--- src/rtl/load_store_ctrl_if.sv ---
// Pipeline request/response and data-bus signals of the load/store unit.
// The slave modport is the controller; master is the pipeline plus bus.
interface load_store_ctrl_if;
  logic        req_valid;
  logic [2:0]  req_op;
  logic [31:0] req_addr;
  logic [31:0] req_wdata;
  logic        flush;
  logic        stall;
  logic        resp_valid;
  logic [31:0] resp_data;
  logic        adel;
  logic        ades;
  logic [31:0] bad_addr;
  logic        bus_req;
  logic        bus_wr;
  logic [31:0] bus_addr;
  logic [3:0]  bus_be;
  logic [31:0] bus_wdata;
  logic        bus_ack;
  logic [31:0] bus_rdata;

  modport master (
    output req_valid, req_op, req_addr, req_wdata, flush,
    output bus_ack, bus_rdata,
    input  stall, resp_valid, resp_data, adel, ades, bad_addr,
    input  bus_req, bus_wr, bus_addr, bus_be, bus_wdata
  );

  modport slave (
    input  req_valid, req_op, req_addr, req_wdata, flush,
    input  bus_ack, bus_rdata,
    output stall, resp_valid, resp_data, adel, ades, bad_addr,
    output bus_req, bus_wr, bus_addr, bus_be, bus_wdata
  );
endinterface

--- src/rtl/load_store_ctrl.sv ---
// MEM-stage load/store controller: alignment check, byte lanes,
// single-outstanding bus transaction and load extension.
module load_store_ctrl (
  input logic              clk,
  input logic              resetn,
  load_store_ctrl_if.slave lsu
);

  typedef enum logic [1:0] {IDLE, BUS, DONE, ERR} state_e;

  state_e      state_q, state_d;
  logic        kill_q, kill_d;
  logic [2:0]  op_q, op_d;
  logic [1:0]  off_q, off_d;
  logic        bus_req_q, bus_req_d;
  logic        bus_wr_q, bus_wr_d;
  logic [31:0] bus_addr_q, bus_addr_d;
  logic [3:0]  bus_be_q, bus_be_d;
  logic [31:0] bus_wdata_q, bus_wdata_d;
  logic        resp_valid_q, resp_valid_d;
  logic [31:0] resp_data_q, resp_data_d;
  logic        adel_q, adel_d;
  logic        ades_q, ades_d;
  logic [31:0] bad_addr_q, bad_addr_d;

  logic        is_st;
  logic        is_sh;
  logic        is_sb;
  logic        mis;
  logic [3:0]  be;
  logic [31:0] wd;

  function automatic logic [31:0] ld_ext(
    input logic [2:0]  op,
    input logic [1:0]  off,
    input logic [31:0] rd
  );
    logic [15:0] h;
    logic [7:0]  b;
    h = off[1] ? rd[31:16] : rd[15:0];
    b = rd[{off, 3'b000} +: 8];
    case (op)
      3'b000:  ld_ext = rd;
      3'b001:  ld_ext = {{16{h[15]}}, h};
      3'b010:  ld_ext = {16'h0, h};
      3'b011:  ld_ext = {{24{b[7]}}, b};
      3'b100:  ld_ext = {24'h0, b};
      default: ld_ext = '0;
    endcase
  endfunction

  always_comb begin
    is_sh = lsu.req_op == 3'b110;
    is_sb = lsu.req_op == 3'b111;
    is_st = lsu.req_op == 3'b101 || is_sh || is_sb;
    case (lsu.req_op)
      3'b000, 3'b101:         mis = |lsu.req_addr[1:0];
      3'b001, 3'b010, 3'b110: mis = lsu.req_addr[0];
      default:                mis = 1'b0;
    endcase
    be = 4'b1111;
    wd = lsu.req_wdata;
    unique case (1'b1)
      is_sh: begin
        be = lsu.req_addr[1] ? 4'b1100 : 4'b0011;
        wd = {2{lsu.req_wdata[15:0]}};
      end
      is_sb: begin
        be = 4'b0001 << lsu.req_addr[1:0];
        wd = {4{lsu.req_wdata[7:0]}};
      end
      default: ;
    endcase
  end

  always_comb begin
    state_d      = state_q;
    kill_d       = kill_q;
    op_d         = op_q;
    off_d        = off_q;
    bus_req_d    = bus_req_q;
    bus_wr_d     = bus_wr_q;
    bus_addr_d   = bus_addr_q;
    bus_be_d     = bus_be_q;
    bus_wdata_d  = bus_wdata_q;
    resp_valid_d = 1'b0;
    resp_data_d  = resp_data_q;
    adel_d       = 1'b0;
    ades_d       = 1'b0;
    bad_addr_d   = bad_addr_q;
    unique case (state_q)
      IDLE: begin
        if (lsu.req_valid && !lsu.flush) begin
          kill_d = 1'b0;
          op_d   = lsu.req_op;
          off_d  = lsu.req_addr[1:0];
          if (mis) begin
            state_d    = ERR;
            adel_d     = !is_st;
            ades_d     = is_st;
            bad_addr_d = lsu.req_addr;
          end else begin
            state_d     = BUS;
            bus_req_d   = 1'b1;
            bus_wr_d    = is_st;
            bus_addr_d  = {lsu.req_addr[31:2], 2'b00};
            bus_be_d    = be;
            bus_wdata_d = wd;
          end
        end
      end
      BUS: begin
        // A flush cannot abandon the bus cycle; it only kills the result.
        if (lsu.flush) kill_d = 1'b1;
        if (lsu.bus_ack) begin
          state_d      = DONE;
          bus_req_d    = 1'b0;
          bus_wr_d     = 1'b0;
          resp_valid_d = !(kill_q || lsu.flush);
          resp_data_d  = ld_ext(op_q, off_q, lsu.bus_rdata);
        end
      end
      DONE:    state_d = IDLE;
      ERR:     state_d = IDLE;
      default: state_d = IDLE;
    endcase
  end

  always_ff @(posedge clk) begin
    if (!resetn) begin
      state_q      <= IDLE;
      kill_q       <= 1'b0;
      op_q         <= '0;
      off_q        <= '0;
      bus_req_q    <= 1'b0;
      bus_wr_q     <= 1'b0;
      bus_addr_q   <= '0;
      bus_be_q     <= '0;
      bus_wdata_q  <= '0;
      resp_valid_q <= 1'b0;
      resp_data_q  <= '0;
      adel_q       <= 1'b0;
      ades_q       <= 1'b0;
      bad_addr_q   <= '0;
    end else begin
      state_q      <= state_d;
      kill_q       <= kill_d;
      op_q         <= op_d;
      off_q        <= off_d;
      bus_req_q    <= bus_req_d;
      bus_wr_q     <= bus_wr_d;
      bus_addr_q   <= bus_addr_d;
      bus_be_q     <= bus_be_d;
      bus_wdata_q  <= bus_wdata_d;
      resp_valid_q <= resp_valid_d;
      resp_data_q  <= resp_data_d;
      adel_q       <= adel_d;
      ades_q       <= ades_d;
      bad_addr_q   <= bad_addr_d;
    end
  end

  // Pulses are registered; a flush landing in DONE/ERR masks them.
  assign lsu.resp_valid = resp_valid_q && !lsu.flush;
  assign lsu.adel       = adel_q && !lsu.flush;
  assign lsu.ades       = ades_q && !lsu.flush;
  assign lsu.resp_data  = resp_data_q;
  assign lsu.bad_addr   = bad_addr_q;
  assign lsu.bus_req    = bus_req_q;
  assign lsu.bus_wr     = bus_wr_q;
  assign lsu.bus_addr   = bus_addr_q;
  assign lsu.bus_be     = bus_be_q;
  assign lsu.bus_wdata  = bus_wdata_q;
  assign lsu.stall      = lsu.req_valid && !lsu.flush &&
                          !(state_q == DONE || state_q == ERR);

endmodule

--- src/flat_wrapper.sv ---
// flat-port wrapper written by rule: the top's interface ports become plain ports
module load_store_ctrl_flat 
  (clk, resetn, lsu_req_valid, lsu_req_op, lsu_req_addr, lsu_req_wdata, lsu_flush, lsu_bus_ack, lsu_bus_rdata, lsu_stall, lsu_resp_valid, lsu_resp_data, lsu_adel, lsu_ades, lsu_bad_addr, lsu_bus_req, lsu_bus_wr, lsu_bus_addr, lsu_bus_be, lsu_bus_wdata);
  load_store_ctrl_if lsu_i ();
  input logic clk;
  input logic resetn;
  input wire logic [$bits(lsu_i.req_valid)-1:0] lsu_req_valid;
  input wire logic [$bits(lsu_i.req_op)-1:0] lsu_req_op;
  input wire logic [$bits(lsu_i.req_addr)-1:0] lsu_req_addr;
  input wire logic [$bits(lsu_i.req_wdata)-1:0] lsu_req_wdata;
  input wire logic [$bits(lsu_i.flush)-1:0] lsu_flush;
  input wire logic [$bits(lsu_i.bus_ack)-1:0] lsu_bus_ack;
  input wire logic [$bits(lsu_i.bus_rdata)-1:0] lsu_bus_rdata;
  output wire logic [$bits(lsu_i.stall)-1:0] lsu_stall;
  output wire logic [$bits(lsu_i.resp_valid)-1:0] lsu_resp_valid;
  output wire logic [$bits(lsu_i.resp_data)-1:0] lsu_resp_data;
  output wire logic [$bits(lsu_i.adel)-1:0] lsu_adel;
  output wire logic [$bits(lsu_i.ades)-1:0] lsu_ades;
  output wire logic [$bits(lsu_i.bad_addr)-1:0] lsu_bad_addr;
  output wire logic [$bits(lsu_i.bus_req)-1:0] lsu_bus_req;
  output wire logic [$bits(lsu_i.bus_wr)-1:0] lsu_bus_wr;
  output wire logic [$bits(lsu_i.bus_addr)-1:0] lsu_bus_addr;
  output wire logic [$bits(lsu_i.bus_be)-1:0] lsu_bus_be;
  output wire logic [$bits(lsu_i.bus_wdata)-1:0] lsu_bus_wdata;
  assign lsu_i.req_valid = lsu_req_valid;
  assign lsu_i.req_op = lsu_req_op;
  assign lsu_i.req_addr = lsu_req_addr;
  assign lsu_i.req_wdata = lsu_req_wdata;
  assign lsu_i.flush = lsu_flush;
  assign lsu_i.bus_ack = lsu_bus_ack;
  assign lsu_i.bus_rdata = lsu_bus_rdata;
  assign lsu_stall = lsu_i.stall;
  assign lsu_resp_valid = lsu_i.resp_valid;
  assign lsu_resp_data = lsu_i.resp_data;
  assign lsu_adel = lsu_i.adel;
  assign lsu_ades = lsu_i.ades;
  assign lsu_bad_addr = lsu_i.bad_addr;
  assign lsu_bus_req = lsu_i.bus_req;
  assign lsu_bus_wr = lsu_i.bus_wr;
  assign lsu_bus_addr = lsu_i.bus_addr;
  assign lsu_bus_be = lsu_i.bus_be;
  assign lsu_bus_wdata = lsu_i.bus_wdata;
  load_store_ctrl u_core (.clk(clk), .resetn(resetn), .lsu(lsu_i));
endmodule
--- config.mk ---
export PLATFORM = sky130hd
export DESIGN_NAME = load_store_ctrl_flat
export DESIGN_NICKNAME = d
export VERILOG_FILES = /design/src/rtl/load_store_ctrl_if.sv /design/src/rtl/load_store_ctrl.sv /design/src/flat_wrapper.sv
export SDC_FILE = /design/constraint.sdc
export NUM_CORES = 1
export LEC_CHECK = 0
export ABC_AREA = 1
export BUFFER_PORTS_ARGS = -buffer_cell sky130_fd_sc_hd__buf_4
export CAP_MARGIN = 20
export CORE_MARGIN = 3
export CORE_UTILIZATION = 49
export DETAILED_ROUTE_END_ITERATION = 10
export PLACE_DENSITY_LB_ADDON = 0.2
export SYNTH_ARGS = -nofsm -noshare
export SYNTH_HDL_FRONTEND = slang
export SYNTH_SLANG_ARGS = --single-unit
--- constraint.sdc ---
create_clock -name clk -period 1.8 [get_ports clk]
set_clock_uncertainty 0.15 [all_clocks]
set_input_delay 0.09 -clock clk [delete_from_list [all_inputs] [get_ports clk]]
set_output_delay 0.09 -clock clk [all_outputs]
set_load 0.02 [all_outputs]
==> metrics, run 1 <==
Clock Path Buffers 2; Post-Syn Area per Cell 6.58 µm²; WL per Instance 15.0 µm; Clock Tree Root clkbuf_16; Hold Crit Depth 7; Worst R2R Path Depth 8; Hold Crit Start lsu_bus_rdata[15]; Placed Cells incl. Taps 1,351; worst path bufs/invs 3; WS Path Type primary input to register; post-layout power 8.76 mW; Crit path depth 8; Hold WC Path Type primary input to register; io pins 242; DR vias/cell 5.10; ANT cells 0; CP Capture Type register; dpl hpwl 13,400 µm; mapped cell area 0.00645 mm²; Post-layout nets 1,406; power density over cell area 872 mW/mm²; largest net degree at the start of global routing 81; Startpoint Class primary input; WP data arrival 1.93 ns; CTS clock-pin slew for the worst setup and hold paths 0.06 ns; Seq/Total Area, Yosys 44.4%; run status finished, final reports clean; total routed wirelength 22,200 µm; final clock period utilization by the worst path 98.6%; Port Buffer Count 239; Post-route DRC 0; critical path launch point lsu_req_op[1]; CP max stage cell dlygate4sd3_1; Pins Over Slew Limit 0; worst IR drop on VDD 0.810 mV; Max Cap Viol 0; total grt overflow 0; R2R setup slack 0.17 ns; clk_lat worst skew 0.41 ns; CP required 1.96 ns; CTS tree built; worst reg2reg startpoint u_core.off_q[1]; height of the chip 121 µm; final setup margin 0.0260 ns; layout cells sized above 1 23.3%; Yosys warnings 0; Finished Cell Area 0.0101 mm²; Seq cells post-synth 143; Die ar. 0.0146 mm²; CTS buffer count 17; Post-Layout Cell Count 1,487; placeable core region 0.0127 mm²; total iterations of the first detailed-routing run 8; crit path max fanout 8; FF-to-FF End u_core.lsu.resp_data[21]; synth unique cells 24; Final ANT Viol Nets 0; vias in the first global route 7,120; initial antenna violation count 0; placed inst area 0.00841 mm²; Die W 121 µm; # rows 41; Starting DRT DRC Count 660; leakage power 4.99 nW; WHS Endpoint u_core.lsu.resp_data[7]; Initial Util 50.7%; most numerous cell on the critical path nor2_1; GRT Overall Usage 29.9%; maximum clock rate 564 MHz; Crit path max-delay family buffers and inverters; Area Growth Syn to Fin 56.0%; final setup vio count 0; Hold Vio Cnt, Final 0; pre-CTS setup slack 0.229 ns; via count 7,588; Fill cells 879; fin crit period 1.77 ns; Mapped Cells 980; CP cell instances dlygate4sd3_1 -> buf_4 -> nand3_1 -> inv_1 -> a21oi_1 -> nand2_1 -> nor2_1 -> nor2_1; number of H-tree levels 4; global-route wire length before repair 35,000 µm; Final GP Congestion 0.903; Clock Sinks 143; slowest stage delay, CP 0.55 ns
==> power by group <==
part | switching [mW] | total, mW | internal [mW] | leakage [nW]
clock | 1.39 | 3.51 | 2.12 | 0.275
combinational | 0.995 | 1.81 | 0.812 | 3.55
sequential | 0.102 | 3.44 | 3.34 | 1.17
total | 2.49 | 8.76 | 6.27 | 4.99
==> what timing repair did <==
action,in CTS,in global routing
hold buffers,102,0
gates resized for setup,0,2
endpoints found under the setup margin,0,14
endpoints found under the hold margin,139,0
setup buffers,0,1
==> synth_stat cells (all sizes together) <==
master / count / area [µm²]
o21ai: 114 / 571
conb: 1 / 3.75
or2: 1 / 6.26
o211ai: 1 / 7.51
dfxtp: 143 / 2860
nand2: 239 / 905
a21oi: 49 / 249
clkbuf: 33 / 126
nor4: 1 / 6.26
inv: 68 / 255
nor2: 216 / 821
buf: 32 / 220
nand3: 81 / 405
xnor2: 1 / 8.76
==> per-layer routing <==
metal | share of wire [%] | wire [µm] | global-route usage (%)
met4 | 2.4 | 523 | 11.3
met5 | 0 | 0 | 0
met1 | 39 | 8640 | 34.4
met2 | 50 | 11200 | 53.1
met3 | 8.5 | 1900 | 7.62
==> layout by cell type (no fill, tap or decap), drive strengths merged, types with 2 or more instances in the layout <==
cell type and n:
a21oi 49, buf 264, bufinv 2, clkbuf 21
clkinv 3, clkinvlp 5, conb 2, dfxtp 143
dlygate4sd3 102, inv 70, nand2 239, nand3 81
nor2 216, o21ai 114
==> sequential cells by signal (all words and copies together) (netlist names) <==
| signal | flops |
|---|---|
| u_core.state_q | 2 |
| u_core.op_q | 3 |
| u_core.ades_q | 1 |
| u_core.kill_q | 1 |
| u_core.lsu.bus_addr | 30 |
| u_core.lsu.bus_req | 1 |
| u_core.lsu.bad_addr | 32 |
| u_core.resp_valid_q | 1 |
| u_core.lsu.resp_data | 32 |
| u_core.off_q | 2 |
| u_core.lsu.bus_be | 4 |
| u_core.adel_q | 1 |
| u_core.lsu.bus_wr | 1 |
| u_core.lsu.bus_wdata | 32 |
==> stage by stage <==
step	utilization (%)	TNS (ns)	hold WS, ns
global route	79.0	-0.00697	0.136
CTS	78.7	0	0.0767
detailed placement	66.1	0	0.174
floorplan	-	0	0.0187
finish	79.0	0	0.0766
global placement	66.1	0	0.168
==> worst max-delay path by stage <==
stage / endpoint / slack [ns]
after floorplan: u_core.lsu.bus_wdata[14] / 0.22
after global placement: u_core.lsu.resp_data[30] / 0.27
after detailed placement: u_core.lsu.bus_wdata[16] / 0.23
after CTS: u_core.lsu.bus_addr[29] / 0.09
after global routing: u_core.lsu.bus_wdata[11] / -0.004
final: u_core.lsu.bus_wdata[10] / 0.03
==> tightest hold or removal path, cell delays in order <==
cell     delay (ns)
buf_4          0.09
nand2_1        0.04
nand3_1        0.07
nand3_1        0.08
nand3_1        0.06
nand2_1        0.04
a21oi_1        0.11
==> cells by family after synthesis <==
kind of cell	Yosys count	share of synthesized area, %
AO/OA/AOI/OAI	164	12.8
XOR/XNOR	1	0.136
buffers and inverters	133	9.33
flip-flops	143	44.4
other	1	0.0582
AND/OR/NAND/NOR	538	33.2
==> area by class of cell <==
cell class | instances | area (µm²) | share of cell area [%]
clock buffer | 20 | 457 | 4.54
clock inverter | 12 | 134 | 1.33
inverter | 68 | 258 | 2.56
multi-input combinational | 705 | 2990 | 29.7
sequential | 143 | 2860 | 28.5
tap | 172 | 215 | 2.14
timing repair buffer | 367 | 3140 | 31.2
No activity file was read; power rests on OpenSTA's default activity.
==> run 2, diff against run 1 <==
CAP_MARGIN = not set   (was 20)
REMOVE_ABC_BUFFERS = 1   (was not set)
SLEW_MARGIN = 10   (was not set)
==> run 2 against run 1 <==
Effect of this change: fmax up 3.3%; power decreased by 2.9%; clock power down 6.6%; largest cell class unchanged; highest routed layer unchanged.
==> metrics, run 2 (synthesized netlist as in run 1, its figures left out) <==
run status finished, final reports clean; DR vias/cell 5.09; Post-layout nets 1,408; total internal power 6.04 mW; GRT Overall Usage 29.1%; final setup vio count 0; Die W 121 µm; CTS buffer count 17; Post-route DRC 0; R2R setup slack 0.13 ns; fin crit period 1.72 ns; largest net degree at the start of global routing 49; CP cell instances dlygate4sd3_1 -> buf_6 -> inv_1 -> nor4_1 -> dlygate4sd3_1; final clock period utilization by the worst path 95.4%; io pins 242; Initial Util 50.7%; Hold Vio Cnt, Final 0; Final GP Congestion 0.856; FF/Latch Area 0.00286 mm²; post-layout power 8.51 mW; switching power 2.47 mW; Hold WC Path Type primary input to register; vias in the first global route 7,294; Die ar. 0.0146 mm²; total routed wirelength 21,600 µm; initial antenna violation count 0; slowest stage delay, CP 0.59 ns; maximum clock rate 582 MHz; worst hold margin 0.0688 ns; total iterations of the first detailed-routing run 6; commonest non-fill, non-tap cell in the layout buf_4; CP max stage cell dlygate4sd3_1; global-route wire length before repair 34,700 µm; Starting DRT DRC Count 670; worst IR drop on VDD 0.633 mV; Area Growth Syn to Fin 55.6%; total grt overflow 0; commonest non-fill, non-tap cells in the layout buf_4 (255), nand2_1 (236), nor2_1 (213); footprint of the multi-input gates 0.00299 mm²; power density over cell area 849 mW/mm²; CP required 2.00 ns; leakage power 5.01 nW; Seq pwr share 40.5%; Max Cap Viol 0; Fill cells 905; height of the chip 121 µm; worst path bufs/invs 4; WL per Instance 14.5 µm; Net Sw Frac 29.0%; Clock Sinks 143; WS Path Type primary input to register; Pins Over Slew Limit 0; dpl hpwl 12,800 µm; via count 7,568; CTS clock-pin slew for the worst setup and hold paths 0.06 ns; Startpoint Class primary input; number of H-tree levels 4; Clock Path Buffers 2; placeable core region 0.0127 mm²; clk_lat worst skew 0.41 ns; crit path max fanout 30; Clock power frac 38.5%; ANT cells 0; Final ANT Viol Nets 0; # rows 41; CTS tree built; Logic pwr share 21.0%; WP data arrival 1.92 ns; Port Buffer Count 239; Clock Tree Root clkbuf_16; CP Capture Type register; layout cells sized above 1 23.5%; Crit path max-delay family buffers and inverters; most numerous cell on the critical path dlygate4sd3_1
==> run 2: area by class of cell <==
cell class | count | area share, %
timing repair buffer | 369 | 31.5
clock buffer | 17 | 4.24
sequential | 143 | 28.5
inverter | 68 | 2.57
tap | 172 | 2.15
multi-input combinational | 705 | 29.9
clock inverter | 13 | 1.16
==> run 2: per-stage QoR <==
stage / setup TNS [ns] / cell area, µm² / std cells / worst slack (ns) / utilization, %
5_1_grt: -0.0194 / 10000 / 1487 / -0.0194 / 78.8
3_5_place_dp: 0 / 8420 / 1354 / 0.137 / 66.2
3_3_place_gp: 0 / 8420 / 1354 / 0.187 / 66.2
4_1_cts: 0 / 9980 / 1486 / 0.0404 / 78.4
2_1_floorplan: -73.62 / 6100 / 916 / -0.796 / -
6_report: 0 / 10000 / 1487 / 0.0827 / 78.8
==> run 2: metal layers <==
layer	up-vias	track usage (%)	routed length, µm
met4	0	12.0	616
li1	3738	-	-
met2	355	48.9	10500
met5	-	0	0
met3	62	8.56	1760
met1	3413	34.7	8690
==> run 2: path summary, 6_finish.rpt <==
kind                                                 end  cells after the start         startpoint
worst max-delay path                 u_core.resp_valid_q                      5             resetn
worst min-delay path            u_core.lsu.resp_data[15]                      7  lsu_bus_rdata[15]
worst max register to register       u_core.resp_valid_q                      5  u_core.state_q[0]
worst min register to register         u_core.lsu.bus_wr                      2  u_core.lsu.bus_wr
==> run 2: timing repair <==
action / 4_1_cts / 5_1_grt
hold buffers: 102 / 0
buffers inserted: 0 / 0
resized for setup: 0 / 11
setup endpoints to repair: 0 / 72
hold endpoints to repair: 140 / 0
==> run 2: power groups by stage <==
stage          registers (mW)  clock network [mW]  logic, mW
2_1_floorplan            3.70                   0      0.606
3_3_place_gp             3.50                   0       1.54
3_5_place_dp             3.50                   0       1.55
4_1_cts                  3.44                3.32       1.74
5_1_grt                  3.46                3.45       1.96
6_report                 3.45                3.28       1.79
==> run 2: tightest hold or removal path, stage by stage <==
cell     delay (ns)
buf_4          0.09
inv_1          0.04
nor2_1         0.09
nor2_1         0.05
nand3_1        0.07
nand2_1        0.05
a21oi_1        0.10
==> run 3, diff against run 2 <==
ABC_AREA = 0   (was 1)
==> run 3 against run 2 <==
Effect of this change: the flow now finishes with violations (hold timing, setup timing); non-clock buffer count grew 13; clock-buffer cell count grew 4; first-iteration DRC count shrank 7.2%; sequential cell count unchanged; fmax decreased by 5.3%; sequential share of layout area hardly changed; global-route usage up 0.76 points; area after synthesis fell by 5.5%; power grew 1.9%; clock power is 16% higher; wire length is 0.19% lower; sequential power is 2% lower; highest routed layer unchanged.
==> metrics, run 3 <==
worst IR drop on VDD 0.706 mV; worst hold margin -0.00119 ns; initial antenna violation count 1; multiplexer share of the synthesized area 14.8%; Post-Syn Area per Cell 8.87 µm²; clk_lat worst skew 0.42 ns; CTS buffer count 17; total grt overflow 0; leakage power 4.56 nW; total iterations of the first detailed-routing run 7; most numerous cell in the Yosys netlist nand2_1; Yosys warnings 0; Mapped Cells 687; commonest non-fill, non-tap cell in the layout buf_4; Initial Util 50.5%; pre-CTS setup slack -0.258 ns; Hold Vio Cnt, Final 1; Seq/Total Area, Yosys 47.0%; height of the chip 118 µm; Seq cells post-synth 143; Area Growth Syn to Fin 64.9%; CP Capture Type register; via count 6,617; mapped cell area 0.00609 mm²; Startpoint Class register; Pins Over Slew Limit 0; Max Cap Viol 0; GRT Overall Usage 29.8%; FF/Latch Area 0.00286 mm²; final setup vio count 2; number of H-tree levels 4; largest net degree at the start of global routing 79; Synth async-reset ratio 0%; Die ar. 0.0138 mm²; dpl hpwl 12,700 µm; synth unique cells 47; Clock Tree Root clkbuf_16; Final ANT Viol Nets 0; io pins 242; Post-Synth XOR/XNOR Area 0%; Hold WC Path Type primary input to register; power density over cell area 864 mW/mm²; simple-gate area share of the yosys netlist 15.7%; vias in the first global route 6,777; CP required 1.99 ns; final clock period utilization by the worst path 101%; commonest non-fill, non-tap cells in the layout buf_4 (268), nand2_1 (168), dfxtp_1 (142); Final GP Congestion 0.892; final setup margin -0.0130 ns; Starting DRT DRC Count 622; Clock Path Buffers 2; WS Path Type register to register; Port Buffer Count 239; footprint of the multi-input gates 0.00301 mm²; Synth top cells by count nand2_1 (168), dfxtp_1 (143), mux2i_1 (87); total routed wirelength 21,500 µm; Most used DFF post-synth dfxtp_1; Synth Area in Compound Gates 16.8%; Post-synth EDFFs 0; RSZ-0062 raised after global routing yes; run status complete, but fails checks; Post-layout nets 1,132; CTS clock-pin slew for the worst setup and hold paths 0.06 ns; leading post-synthesis cells by cell area dfxtp_1 (47%), mux2i_1 (14%), nand2_1 (10%); Fill cells 683; layout cells sized above 1 32.3%; Yosys top cell area share 47.0%; failing checks hold timing, setup timing; Adder-Cell Fraction of Synth Area 0%; fin crit period 1.81 ns; area leader, netlist dfxtp_1; placeable core region 0.0121 mm²; largest family of logic cells by synthesized area compound AO/OA/AOI/OAI gates; CTS tree built; WP data arrival 2.00 ns; Relative slew margins 53.6%; Worst Tran Pin Value 0.696 ns; Post-route DRC 0; crit path max fanout 10; # rows 40; R2R setup slack -0.01 ns; WL per Instance 17.8 µm; Clock Sinks 143; Die W 118 µm; global-route wire length before repair 33,800 µm; DR vias/cell 5.47; maximum clock rate 552 MHz
## run 3: changes by cell type in the layout (fill, tap and decap cells not counted), sizes merged, moves of 17 or more
cell	delta
a221o	+17
inv	-57
mux2i	+87
nand2	-70
nand3	-80
nand4	+17
nor2	-209
o21ai	-69
## run 3: path summary, 6_finish.rpt
check                    start                  endpoint  cells past startpoint
min          lsu_bus_rdata[14]  u_core.lsu.resp_data[14]                      5
min reg2reg      u_core.kill_q       u_core.resp_valid_q                      1
max          u_core.state_q[1]   u_core.lsu.bus_addr[10]                      6
max reg2reg  u_core.state_q[1]   u_core.lsu.bus_addr[10]                      6
## run 3: area by class of cell
type	instances	share of cell area (%)
Sequential cell	143	28.5
Antenna cell	1	0.0249
Clock buffer	21	4.58
Tap cell	168	2.09
Timing Repair Buffer	382	32.6
Inverter	12	0.473
Clock inverter	11	1.79
Multi-Input combinational cell	472	30.0
## run 3: layer usage
layer  GRT usage, %  wire (µm)
met5              0          0
met4           13.3        766
met3           10.1       1840
met2           51.4      10800
met1           33.5       8080
## run 3: worst max-delay path, cell delays in order, from the launching register on
cell and delay (ns):
dfxtp_2 0.33, or3b_4 0.41, nor2_4 0.16, and2_4 0.19, buf_12 0.13, buf_12 0.14
mux2i_1 0.22
## run 3: stage by stage
stage / cell area [µm²] / util [%] / power [mW] / TNS, ns / std cells
5_1_grt: 10000 / 83.3 / 8.93 / -0.470 / 1210
4_1_cts: 9830 / 81.5 / 8.61 / -0.00167 / 1202
3_5_place_dp: 8150 / 67.6 / 4.64 / -4.97 / 1069
6_report: 10000 / 83.3 / 8.68 / -0.0256 / 1210
3_3_place_gp: 8150 / 67.6 / 4.61 / -2.18 / 1069
2_1_floorplan: 5800 / - / 3.99 / -117.45 / 627
## run 3: cell families (layout without fill, tap and decap cells)
group	count (synthesis)	in the layout
and+or+nand+nor	220	220
AOI/OAI and AO/OA	161	161
DFF	143	143
muxes	89	89
buffers and inverters	73	426
other	1	3
## run 3: report_power, final
part           internal (mW)  switching [mW]
logic                  0.734           0.744
clock network           2.41            1.41
registers               3.30          0.0819
## run 3: what timing repair did
item,in CTS,in global routing
hold endpoints to repair,141,0
pin swaps,1,7
setup buffers,1,5
gates resized for setup,4,27
endpoints found under the setup margin,34,92
hold buffers,99,0
cloned,1,3
